<file path="src/rtl/seg7_scan_driver.sv">
// Time-multiplexed seven-segment driver for an N-digit common-anode display.
// A latched hex word is scanned one digit at a time, with registered active-low anode and segment outputs.
module seg7_scan_driver #(
  parameter int DIGITS   = 8,
  parameter int SCAN_DIV = 100000
) (
  input  logic                  clk,
  input  logic                  rst_n,
  input  logic [4*DIGITS-1:0]   hex,
  input  logic [DIGITS-1:0]     points,
  input  logic [DIGITS-1:0]     blank,
  input  logic                  le,
  input  logic                  lzb,
  input  logic                  lt,
  output logic [DIGITS-1:0]     an,
  output logic [7:0]            seg
);

  localparam int IDX_W = (DIGITS > 1) ? $clog2(DIGITS) : 1;
  localparam int PRE_W = (SCAN_DIV > 1) ? $clog2(SCAN_DIV) : 1;
  localparam logic [IDX_W-1:0] IDX_LAST = IDX_W'(DIGITS - 1);
  localparam logic [PRE_W-1:0] PRE_LAST = PRE_W'(SCAN_DIV - 1);

  function automatic logic [6:0] seg7_decode(input logic [3:0] nib);
    logic [6:0] pat;
    case (nib)
      4'h0:    pat = 7'b1000000;
      4'h1:    pat = 7'b1111001;
      4'h2:    pat = 7'b0100100;
      4'h3:    pat = 7'b0110000;
      4'h4:    pat = 7'b0011001;
      4'h5:    pat = 7'b0010010;
      4'h6:    pat = 7'b0000010;
      4'h7:    pat = 7'b1111000;
      4'h8:    pat = 7'b0000000;
      4'h9:    pat = 7'b0010000;
      4'hA:    pat = 7'b0001000;
      4'hB:    pat = 7'b0000011;
      4'hC:    pat = 7'b1000110;
      4'hD:    pat = 7'b0100001;
      4'hE:    pat = 7'b0000110;
      4'hF:    pat = 7'b0001110;
      default: pat = 7'b1111111;
    endcase
    return pat;
  endfunction

  logic [4*DIGITS-1:0] r_hex;
  logic [DIGITS-1:0]   r_pt;
  logic [DIGITS-1:0]   r_blk;
  logic [PRE_W-1:0]    r_pre;
  logic [IDX_W-1:0]    r_idx;
  logic [DIGITS-1:0]   r_an;
  logic [7:0]          r_seg;

  logic                w_tc;
  logic [DIGITS-1:0]   w_lz_mask;
  logic [3:0]          w_nib;
  logic                w_pt;
  logic                w_blk;
  logic                w_sup;
  logic [DIGITS-1:0]   w_an_sel;
  logic [DIGITS-1:0]   w_an_nxt;
  logic [7:0]          w_seg_nxt;

  // Display register: transparent while le is low; blank flags reset high so nothing lights before the first capture.
  always_ff @(posedge clk or negedge rst_n) begin
    if (!rst_n) begin
      r_hex <= '0;
      r_pt  <= '0;
      r_blk <= '1;
    end else if (!le) begin
      r_hex <= hex;
      r_pt  <= points;
      r_blk <= blank;
    end
  end

  assign w_tc = (r_pre == PRE_LAST);

  // Prescaler and scan index; idx advances on the prescaler terminal count.
  always_ff @(posedge clk or negedge rst_n) begin
    if (!rst_n) begin
      r_pre <= '0;
      r_idx <= '0;
    end else begin
      r_pre <= w_tc ? '0 : (r_pre + PRE_W'(1));
      if (w_tc) begin
        r_idx <= (r_idx == IDX_LAST) ? '0 : (r_idx + IDX_W'(1));
      end
    end
  end

  // Leading-zero mask: bit i set when nibbles i..DIGITS-1 are all zero; digit 0 is never suppressed.
  always_comb begin
    logic v_run;
    v_run     = 1'b1;
    w_lz_mask = '0;
    for (int i = DIGITS - 1; i >= 0; i--) begin
      v_run        = v_run & (r_hex[4*i +: 4] == 4'h0);
      w_lz_mask[i] = v_run;
    end
    w_lz_mask[0] = 1'b0;
  end

  // Select the attributes of the digit currently being scanned.
  always_comb begin
    w_nib    = 4'h0;
    w_pt     = 1'b0;
    w_blk    = 1'b0;
    w_sup    = 1'b0;
    w_an_sel = '1;
    for (int i = 0; i < DIGITS; i++) begin
      if (r_idx == IDX_W'(i)) begin
        w_nib       = r_hex[4*i +: 4];
        w_pt        = r_pt[i];
        w_blk       = r_blk[i];
        w_sup       = w_lz_mask[i];
        w_an_sel[i] = 1'b0;
      end else begin
        w_an_sel[i] = 1'b1;
      end
    end
  end

  // Output priority: lamp test, then explicit blank, then leading-zero suppression, then decode.
  always_comb begin
    w_an_nxt  = '1;
    w_seg_nxt = 8'hFF;
    if (lt) begin
      w_an_nxt  = w_an_sel;
      w_seg_nxt = 8'h00;
    end else if (w_blk) begin
      w_an_nxt  = '1;
      w_seg_nxt = 8'hFF;
    end else if (lzb && w_sup) begin
      w_an_nxt  = w_an_sel;
      w_seg_nxt = {~w_pt, 7'b1111111};
    end else begin
      w_an_nxt  = w_an_sel;
      w_seg_nxt = {~w_pt, seg7_decode(w_nib)};
    end
  end

  // Registered pin drivers; anode and segments update on the same edge.
  always_ff @(posedge clk or negedge rst_n) begin
    if (!rst_n) begin
      r_an  <= '1;
      r_seg <= 8'hFF;
    end else begin
      r_an  <= w_an_nxt;
      r_seg <= w_seg_nxt;
    end
  end

  assign an  = r_an;
  assign seg = r_seg;

endmodule

</file>
<file path="config.mk">
export PLATFORM = sky130hd
export DESIGN_NAME = seg7_scan_driver
export DESIGN_NICKNAME = d
export VERILOG_FILES = /design/src/rtl/seg7_scan_driver.sv
export SDC_FILE = /design/constraint.sdc
export NUM_CORES = 1
export LEC_CHECK = 0
export ABC_CLOCK_PERIOD_IN_PS = 2700
export BUFFER_PORTS_ARGS = -buffer_cell sky130_fd_sc_hd__clkbuf_2
export CAP_MARGIN = 30
export CORE_UTILIZATION = 51
export DETAILED_ROUTE_END_ITERATION = 10
export PLACE_DENSITY_LB_ADDON = 0.1
export SETUP_SLACK_MARGIN = 0.2
export SLEW_MARGIN = 20
export SYNTH_ARGS = -nofsm -noshare
export SYNTH_HDL_FRONTEND = slang
export SYNTH_SLANG_ARGS = --single-unit
</file>
<file path="constraint.sdc">
create_clock -name clk -period 2.7 [get_ports clk]
set_input_delay 0.135 -clock clk [delete_from_list [all_inputs] [get_ports clk]]
set_output_delay 0.135 -clock clk [all_outputs]
set_load 0.02 [all_outputs]
</file>
==> results of run 1 <==
[final cells by class]
type                    instances  area (um^2)
well taps                     102          128
fillers                       588         2340
clock inverters                 4         97.6
repair buffers                111          749
clock buffers                  12          135
flip-flops and latches         84         2130
inverters                      16         67.6
multi-input cells             261         2240
[per-stage QoR]
stage                     area [um^2]  hold WS (ps)
after floorplan                  4270          -161
after global placement           4770           365
after detailed placement         4790           136
after CTS                        5120         0.161
after global routing             5550          1.09
final                            5550          6.81
[per-layer routing]
metal  up-vias  global-route usage (%)  share of wire, %
li1       1565                       -                 -
met1      1617                    29.4                43
met2       102                    38.4                50
met3        19                    5.12               4.9
met4         0                    7.31               2.1
met5         -                       0                 0
[path summary, 6_finish.rpt]
path                       startpoint        end  cells past startpoint
max                          r_idx[0]     seg[0]                     13
min                           hex[16]  r_hex[16]                      2
max reg2reg                  r_idx[0]     seg[0]                     13
min reg2reg                  r_pre[0]   r_pre[0]                      1
max in group asynchronous       rst_n   r_blk[2]                      3
min in group asynchronous       rst_n   r_hex[4]                      2
[kinds of logic (layout without fill, tap and decap cells)]
kind of cell / count (synthesis) / after routing / share of synthesized area, %
AO/OA/AOI/OAI: 67 / 67 / 11.5
XOR/XNOR: 14 / 14 / 2.88
adder cells (fa/ha/maj): 11 / 11 / 3.23
buffers and inverters: 36 / 143 / 4.14
flip-flops: 84 / 84 / 50.0
multiplexers: 54 / 54 / 14.1
AND/OR/NAND/NOR: 115 / 115 / 14.1
[synth_stat cells, types with 3 or more instances]
library cell               count  area (um^2)
sky130_fd_sc_hd__mux2_2       48          541
sky130_fd_sc_hd__nor3_1        3         15.0
sky130_fd_sc_hd__ha_1         11          138
sky130_fd_sc_hd__and3_1        7         43.8
sky130_fd_sc_hd__o31ai_1       3         22.5
sky130_fd_sc_hd__nor4_1        5         31.3
sky130_fd_sc_hd__nor2_1       17         63.8
sky130_fd_sc_hd__o211ai_1      5         37.5
sky130_fd_sc_hd__or3_1         3         18.8
sky130_fd_sc_hd__nor3b_1       4         30.0
sky130_fd_sc_hd__a31oi_1       4         25.0
sky130_fd_sc_hd__o21ai_0      12         60.1
sky130_fd_sc_hd__nand3b_1      5         37.5
sky130_fd_sc_hd__clkbuf_1      5         18.8
sky130_fd_sc_hd__buf_6         3         33.8
sky130_fd_sc_hd__nand3_1      21          105
sky130_fd_sc_hd__buf_4         3         22.5
sky130_fd_sc_hd__nand2_1      30          113
sky130_fd_sc_hd__xor2_1        6         52.6
sky130_fd_sc_hd__xnor2_1       8         70.1
sky130_fd_sc_hd__a21oi_1      13         65.1
sky130_fd_sc_hd__buf_1         3         11.3
sky130_fd_sc_hd__a21o_1        3         22.5
sky130_fd_sc_hd__inv_1        15         56.3
sky130_fd_sc_hd__nor2b_1       6         37.5
sky130_fd_sc_hd__buf_2         6         30.0
sky130_fd_sc_hd__nand2b_1      3         18.8
sky130_fd_sc_hd__dfstp_2      24          631
sky130_fd_sc_hd__dfrtp_1      60         1500
sky130_fd_sc_hd__mux2i_1       5         50.1
[registers in the layout, indices dropped and copies added, names as in the netlist]
| signal | flops |
|---|---|
| r_hex | 32 |
| r_pre | 17 |
| an | 8 |
| r_blk | 8 |
| r_pt | 8 |
| seg | 8 |
| r_idx | 3 |
[where the power goes]
part | switching [mW] | total (mW) | internal [mW]
combinational | 0.191 | 0.394 | 0.204
clock | 0.440 | 1.06 | 0.616
sequential | 0.0656 | 1.43 | 1.36
total | 0.697 | 2.88 | 2.18
[critical path: stages (launching register included)]
cell	delay, ps
sky130_fd_sc_hd__dfrtp_2	460
sky130_fd_sc_hd__buf_6	140
sky130_fd_sc_hd__ha_4	180
sky130_fd_sc_hd__buf_12	130
sky130_fd_sc_hd__buf_4	130
sky130_fd_sc_hd__nand3_2	70
sky130_fd_sc_hd__nand2_2	80
sky130_fd_sc_hd__a211oi_2	300
sky130_fd_sc_hd__nor3_2	100
sky130_fd_sc_hd__inv_2	110
sky130_fd_sc_hd__ha_4	150
sky130_fd_sc_hd__nand2b_1	50
sky130_fd_sc_hd__mux2_4	270
sky130_fd_sc_hd__a41oi_2	190
[layout by cell type, fill, tap and decap left out, types with 12 or more instances in the layout]
cell                       netlist  layout
sky130_fd_sc_hd__clkbuf_2        0      67
sky130_fd_sc_hd__nand3_1        21      20
sky130_fd_sc_hd__mux2_2         48      48
sky130_fd_sc_hd__dfstp_2        24      24
sky130_fd_sc_hd__buf_4           3      26
sky130_fd_sc_hd__nor2_1         17      15
sky130_fd_sc_hd__a21oi_1        13      12
sky130_fd_sc_hd__dfrtp_1        60      58
sky130_fd_sc_hd__o21ai_0        12      12
sky130_fd_sc_hd__nand2_1        30      29
[repair_timing]
| action | 4_1_cts | 5_1_grt |
|---|---|---|
| hold buffers | 7 | 4 |
| endpoints found under the setup margin | 8 | 10 |
| endpoints found under the hold margin | 32 | 4 |
| setup buffers | 1 | 12 |
| gates resized for setup | 6 | 58 |
| pin swaps | 1 | 27 |
| gates cloned | 0 | 0 |
==> impl_metrics.csv, run 1 <==
group,metric,value,unit
worst_hold_path,timing.hold.worst.class,"input port to flip-flop",
cells_and_area,layoutNonFillerInstCount,590,
clocking,cts_tree,"built",
timing,finalMaxSlewViolations,0,
synth,area_of_the_mapped_netlist,4260,um^2
drt,detail_route.wirelength,9.75,mm
pwr,peakVddDrop,0.351,mV
worst_setup_path,timing.critical_path.arrival,2730,ps
outcome,status,"complete, no violations",
cells_and_area,diodes,0,
drt,antenna_left,0,
run,drv.max_cap_violation_count,0,
grt,grt_start_max_net_pins,46,
place,port-buffer-count,68,
synth,yosysWarnings,0,
synth,post_synth_inst_count,381,
synth,postSynthAreaPerCell,11.2,um^2
timing,setup-violations-final,0,
synth,synth_cell_types,64,
floorplan,placement_rows,32,
synth,synth.ff_latch_count,84,
cells_and_area,fin_util,70.4,%
floorplan,top_level_port_count,69,
drt,drt_iter0_drc,176,
timing,rsz_0062_raised_after_global_routing,"true",
drt,drt_pass1_iterations,4,
place,placement.setup.worst_slack,70.4,ps
synth,ys_async_sr_fraction,100,%
cells_and_area,layout-area-overhead-vs-synth,30.3,%
worst_setup_path,required_worst_endpoint,2980,ps
pwr,p_per_area,519,nW/um^2
timing,finalSetupTns,0,ps
grt,grt_remaining_overflow,0,
clocking,insertion_delay,360,ps
synth,yosys_most_used_dff,"sky130_fd_sc_hd__dfrtp_1",
drt,routed_via_density,5.60,
timing,tightestPinTransition,524,ps
timing,hold_violations,0,
floorplan,fp.coreArea,7890,um^2
place,dp_hpwl,6.61,mm
cells_and_area,final_layout_size_suffix_gt1_share,48.0,%
worst_setup_path,rrSetupSlack,250,ps
worst_setup_path,worstPathMaxFanout,7,
timing,finalCritPeriodShare,90.7,%
synth,yosysSeqAreaShare,50.0,%
drt,via_count,3303,
floorplan,floorplan.die.width,93.4,um
pwr,static-leakage-power,2.39,nW
place,gp_congestion,0.875,
timing,finalWorstSetupSlack,250,ps
clocking,clock_tree.root_cell,"sky130_fd_sc_hd__clkbuf_8",
cells_and_area,layout.nets,547,
pwr,design_power_total,2.88,mW
timing,slew_headroom,64.8,%
drt,drt-wirelength-per-cell,16.5,um
grt,first_global_vias,3236,
worst_setup_path,critPathCaptureType,"flip-flop",
grt,wire_length_of_the_first_global_routing_pass,15.3,mm
place,placedCellCount,550,
worst_setup_path,critPathKind,"flip-flop to flip-flop",
grt,grt_antenna_before_repair,0,
drt,route.detailed.drc,0,
clocking,cts-buffers-inserted,9,
clocking,clock_tree.htree_level_count,3,
timing,max_freq,0.408,GHz
floorplan,start_util,54.0,%
clocking,cts.clk_slew.worst_paths,80,ps
timing,finClkSkew,5.41,ps
worst_setup_path,timing.critical_path.from_type,"flip-flop",
synth,number_of_enable_flip_flop_cells_after_synthesis,0,
floorplan,die_height,93.4,um
grt,grt_use_total,22.9,%
clocking,numClockSinks,84,
synth,syn_nets,445,
clocking,clockBufferDepth,2,
timing,period_minus_slack,2450,ps
floorplan,die_area,8730,um^2
Power figures use the tool's default switching activity.
==> run 2, diff against run 1 <==
--- a/config.mk
+++ b/config.mk
@@ -8,6 +8,7 @@
 export ABC_CLOCK_PERIOD_IN_PS = 2700
 export BUFFER_PORTS_ARGS = -buffer_cell sky130_fd_sc_hd__clkbuf_2
 export CAP_MARGIN = 30
+export CORE_ASPECT_RATIO = 0.9
 export CORE_UTILIZATION = 51
 export DETAILED_ROUTE_END_ITERATION = 10
 export PLACE_DENSITY_LB_ADDON = 0.1
==> run 2 against run 1 <==
  * Routed wire length down 6.0%
  * Count of clock-buffer cells in the layout unchanged
  * Via count down 3.8%
  * Fmax down 0.32%
  * Global-route usage down 0.72 points
  * The flow now finishes with violations (design-rule violations)
  * Largest cell class is now flip-flops and latches
  * Largest power group unchanged
  * Critical path type unchanged
  * Utilization down 5.6 points
==> impl_metrics.csv, run 2 (synthesized netlist as in run 1, its figures left out) <==
group,metric,value,unit
outcome,status,"finished, violations left",
outcome,violations_in_the_final_reports,"design-rule violations",
cells_and_area,layout.cells.most_common,"sky130_fd_sc_hd__clkbuf_2",
worst_setup_path,timing.rr.start,"r_idx[0]",
place,placed_area,4770,um^2
worst_setup_path,timing.critical_path.from_type,"flip-flop",
timing,slew_headroom,66.9,%
cells_and_area,layout-area-overhead-vs-synth,22.7,%
grt,grt_antenna_before_repair,0,
timing,hold_violations,0,
worst_setup_path,critPathLaunch,"r_idx[0]",
pwr,p_per_area,493,nW/um^2
worst_setup_path,path_delay_family,"compound AO/OA/AOI/OAI gates",
cells_and_area,top_register,"r_hex",
timing,tightestPinTransition,492,ps
clocking,clockBufferDepth,2,
cells_and_area,largest_register_ffs,32,
worst_hold_path,timing.hold.worst.class,"input port to flip-flop",
run,drv.max_cap_violation_count,0,
drt,detail_route.wirelength,9.17,mm
clocking,cts-buffers-inserted,9,
floorplan,top_level_port_count,69,
worst_setup_path,worstPathMaxFanout,11,
pwr,peakVddDrop,0.264,mV
worst_setup_path,crit_path_max_incr_delay,470,ps
drt,route.detailed.drc,5,
worst_hold_path,hp-start,"hex[29]",
place,dp_hpwl,6.55,mm
drt,drt-wirelength-per-cell,16.0,um
worst_setup_path,critPathKind,"flip-flop to flip-flop",
floorplan,die_area,8730,um^2
place,gp_congestion,0.882,
drt,drt_pass1_iterations,9,
cells_and_area,postLayoutCellArea,5230,um^2
drt,via_count,3179,
timing,finClkSkew,11.0,ps
floorplan,fp.coreArea,8070,um^2
grt,grt_remaining_overflow,0,
floorplan,die_height,88.7,um
clocking,clock_tree.root_cell,"sky130_fd_sc_hd__clkbuf_8",
pwr,design_power_total,2.58,mW
floorplan,start_util,52.8,%
clocking,cts_tree,"built",
clocking,numClockSinks,84,
clocking,insertion_delay,350,ps
timing,finalCritPeriodShare,91.0,%
timing,period_minus_slack,2460,ps
clocking,cts.clk_slew.worst_paths,90,ps
cells_and_area,layout.nets,534,
timing,rsz_0062_raised_after_global_routing,"true",
cells_and_area,largest_regs,"r_hex: 32 flops, r_pre: 17 flops",
timing,finalSetupTns,0,ps
clocking,clock_tree.htree_level_count,3,
cells_and_area,layout_common_cells,"67 x sky130_fd_sc_hd__clkbuf_2, 59 x sky130_fd_sc_hd__dfrtp_1, 48 x sky130_fd_sc_hd__mux2_2",
floorplan,placement_rows,31,
timing,max_freq,0.407,GHz
worst_setup_path,timing.critical_path.slowest_stage_cell,"sky130_fd_sc_hd__dfrtp_2",
place,port-buffer-count,68,
grt,grt_use_total,22.2,%
cells_and_area,diodes,0,
timing,setup-violations-final,0,
worst_setup_path,crit_chain,"ha_4 > ha_4 > buf_4 > a22o_1 > a211oi_2 > nor3_2 > buf_4 > ha_1 > inv_1 > nor2_2 > o31ai_2 > a21oi_1",
worst_setup_path,required_worst_endpoint,2980,ps
cells_and_area,fillers,675,
pwr,static-leakage-power,2.28,nW
floorplan,floorplan.die.width,98.4,um
worst_setup_path,buffering_stage_count_on_the_worst_path_with_inverters_included,3,
cells_and_area,final_layout_size_suffix_gt1_share,45.9,%
worst_setup_path,critPathCaptureType,"flip-flop",
drt,antenna_left,0,
worst_setup_path,timing.critical_path.arrival,2740,ps
drt,drt_iter0_drc,168,
grt,grt_start_max_net_pins,52,
drt,routed_via_density,5.54,
timing,finalMaxSlewViolations,0,
grt,wire_length_of_the_first_global_routing_pass,15.0,mm
grt,first_global_vias,3050,
==> run 2: final timing paths <==
| path | slack [ps] | cells after the start | endpoint |
|---|---|---|---|
| max in group asynchronous | 1770 | 3 | r_blk[6] |
| hold reg to reg | 480 | 1 | r_pre[0] |
| setup / recovery | 240 | 12 | seg[5] |
| setup reg to reg | 240 | 12 | seg[5] |
| min in group asynchronous | 280 | 2 | r_hex[12] |
| hold / removal | 7 | 2 | r_hex[29] |
==> run 2: layer usage <==
layer,track usage (%),part of all wire (%),up-vias
met5,0,0,-
met4,6.11,1.4,0
met3,4.82,5.2,10
met2,34.0,45,89
met1,32.1,48,1539
li1,-,-,1541
==> run 2: timing repair <==
| item | CTS | global route |
|---|---|---|
| hold buffers | 3 | 1 |
| buffers inserted | 1 | 7 |
| endpoints found under the setup margin | 4 | 8 |
| gates resized for setup | 11 | 27 |
| pin swaps | 1 | 13 |
| gates cloned | 0 | 1 |
| hold endpoints to repair | 18 | 1 |
==> run 2: per-stage QoR <==
stage,util (%),std cells,worst slack [ps],hold slack (ps)
after floorplan,-,381,225,-161
after global placement,58.7,544,145,366
after detailed placement,59.1,545,37.0,110
after CTS,62.3,565,204,0.0988
after global routing,64.8,574,132,1.59
final,64.8,574,242,7.20
==> run 2: final cells by class <==
class,instances,area [um^2],share of cell area (%)
clock buffers,12,145,2.78
repair buffers,98,613,11.7
multi-input cells,261,2130,40.7
inverters,16,60.1,1.15
clock inverters,4,25.0,0.478
well taps,99,124,2.37
flip-flops and latches,84,2130,40.8
==> run 2: report_power, final <==
group	leakage [nW]	switching (mW)	internal, mW
combinational	1.22	0.176	0.183
sequential	0.983	0.0628	1.36
clock	0.0824	0.439	0.357
==> run 3, diff against run 2 <==
--- a/config.mk
+++ b/config.mk
@@ -12,6 +12,7 @@
 export CORE_UTILIZATION = 51
 export DETAILED_ROUTE_END_ITERATION = 10
 export PLACE_DENSITY_LB_ADDON = 0.1
+export REMOVE_ABC_BUFFERS = 1
 export SETUP_SLACK_MARGIN = 0.2
 export SLEW_MARGIN = 20
 export SYNTH_ARGS = -nofsm -noshare
==> run 3 against run 2 <==
  * Routed wire length grew 4.6%
  * The run now ends clean
  * Critical path depth decreased by 1
  * First-iteration DRC count shrank 12%
  * Combinational power is 16% higher
  * Highest routed layer unchanged
  * Total power up 5.9%
  * Non-clock buffer count up 35
==> impl_metrics.csv, run 3 (synthesized netlist as in run 1, its figures left out) <==
group,metric,value,unit
timing,hold_violations,0,
floorplan,start_util,52.8,%
worst_hold_path,hold-path-cell-count,2,
worst_setup_path,critPathCaptureType,"flip-flop",
grt,grt_use_total,22.9,%
grt,met2_usage,39.9,%
drt,route.detailed.drc,0,
place,placement.setup.worst_slack,22.4,ps
place,dp_hpwl,6.49,mm
cells_and_area,layout.cells.most_common,"sky130_fd_sc_hd__clkbuf_2",
worst_setup_path,worstPathMaxFanout,7,
cells_and_area,layout.nets,569,
timing,max_freq,0.400,GHz
clocking,numClockSinks,84,
timing,setup-violations-final,0,
floorplan,die_height,88.7,um
worst_hold_path,timing.hold.worst.class,"input port to flip-flop",
timing,finalCritPeriodShare,92.6,%
pwr,p_per_area,482,nW/um^2
timing,rsz_0062_raised_after_global_routing,"true",
worst_setup_path,critPathKind,"flip-flop to flip-flop",
place,port-buffer-count,68,
timing,finalSetupTns,0,ps
grt,grt_util_met1,28.6,%
cells_and_area,layout_common_cells,"67 x sky130_fd_sc_hd__clkbuf_2, 58 x sky130_fd_sc_hd__dfrtp_1, 48 x sky130_fd_sc_hd__mux2_2",
grt,grt_start_max_net_pins,49,
grt,grt_remaining_overflow,0,
timing,period_minus_slack,2500,ps
run,drv.max_cap_violation_count,0,
worst_setup_path,crit_chain,"buf_6 > ha_4 > buf_6 > nand3b_1 > a2111oi_4 > a211oi_2 > clkbuf_16 > buf_12 > nand2b_4 > mux2_4 > a41oi_2",
worst_setup_path,crit_path_max_incr_delay,460,ps
pwr,peakVddDrop,0.297,mV
drt,antenna_left,0,
floorplan,placement_rows,31,
worst_setup_path,timing.critical_path.arrival,2780,ps
timing,tightestPinTransition,599,ps
timing,finClkSkew,7.28,ps
worst_setup_path,timing.critical_path.slowest_stage_cell,"sky130_fd_sc_hd__dfrtp_2",
timing,finalMaxSlewViolations,0,
timing,finalWorstSetupSlack,201,ps
drt,routed_via_density,5.56,
cells_and_area,largest_regs,"r_hex: 32 flops, r_pre: 17 flops",
cells_and_area,top_register,"r_hex",
outcome,status,"complete, no violations",
drt,drt_iter0_drc,148,
worst_setup_path,required_worst_endpoint,2980,ps
drt,via_count,3389,
clocking,clockBufferDepth,2,
cells_and_area,final_layout_size_suffix_gt1_share,45.5,%
worst_setup_path,reg2reg_depth,11,
grt,grt_met3_usage,4.98,%
cells_and_area,diodes,0,
drt,drt-wirelength-per-cell,15.8,um
worst_setup_path,timing.critical_path.from_type,"flip-flop",
worst_setup_path,timing.rr.start,"r_idx[0]",
place,gp_congestion,0.855,
clocking,cts_tree,"built",
floorplan,die_area,8730,um^2
clocking,cts.clk_slew.worst_paths,80,ps
grt,grt_antenna_before_repair,0,
timing,slew_headroom,60.1,%
cells_and_area,fin_util,70.2,%
clocking,cts-buffers-inserted,9,
cells_and_area,largest_register_ffs,32,
worst_hold_path,hp-start,"hex[29]",
clocking,clock_tree.htree_level_count,3,
grt,first_global_vias,3270,
floorplan,top_level_port_count,69,
drt,drt_pass1_iterations,6,
floorplan,floorplan.die.width,98.4,um
pwr,static-leakage-power,2.48,nW
cells_and_area,layout-area-overhead-vs-synth,33.0,%
clocking,insertion_delay,360,ps
floorplan,fp.coreArea,8070,um^2
drt,detail_route.wirelength,9.59,mm
worst_setup_path,critPathLaunch,"r_idx[0]",
grt,wire_length_of_the_first_global_routing_pass,15.5,mm
grt,busiest_layer,"met2",
clocking,clock_tree.root_cell,"sky130_fd_sc_hd__clkbuf_8",
worst_setup_path,most_common_cell_on_crit_path,"sky130_fd_sc_hd__buf_6",
-- run 3: final timing paths --
kind	endpoint	slack, ps
worst max-delay path	seg[0]	200
worst min-delay path	r_hex[29]	10
worst max register to register	seg[0]	200
worst min register to register	r_pre[0]	480
max in group asynchronous	r_blk[1]	1780
min in group asynchronous	r_hex[9]	280
-- run 3: per-layer routing --
metal	up-vias	part of all wire [%]
met5	-	0
li1	1609	-
met1	1667	43
met2	93	50
met3	20	4.5
met4	0	2.2
-- run 3: metrics by stage --
stage / instances / hold WS [ps] / power (mW) / area (um^2)
6_report: 609 / 14.1 / 2.73 / 5670
5_1_grt: 609 / 1.07 / 2.85 / 5670
4_1_cts: 597 / 0.673 / 2.72 / 5390
3_5_place_dp: 548 / 123 / 1.78 / 4790
3_3_place_gp: 547 / 366 / 1.77 / 4770
2_1_floorplan: 361 / -161 / 1.62 / 4150
-- run 3: power by group --
| group | switching, mW | internal, mW |
|---|---|---|
| logic | 0.189 | 0.229 |
| registers | 0.0646 | 1.36 |
| clock network | 0.436 | 0.452 |
| total | 0.689 | 2.04 |
-- run 3: critical path: cells and delay by family (launching register included) --
family / cells / cell delay, ps
AOI/OAI and AO/OA: 3 / 650
adders and majority gates: 1 / 170
buffers and inverters: 4 / 550
DFF: 1 / 460
muxes: 1 / 270
and+or+nand+nor: 2 / 330
-- run 3: what timing repair did --
action,in CTS,in global routing
cloned,0,0
pin swaps,0,18
buffers inserted,1,12
hold endpoints to repair,49,0
resized for setup,14,41
hold buffers,32,0
endpoints found under the setup margin,4,5
-- run 3: final cells by class --
class                   instances  area (um^2)
fillers                       608         2400
multi-input cells             261         2160
flip-flops and latches         84         2130
repair buffers                133          996
clock buffers                  12          145
well taps                      99          124
inverters                      16         60.1
clock inverters                 4         50.0
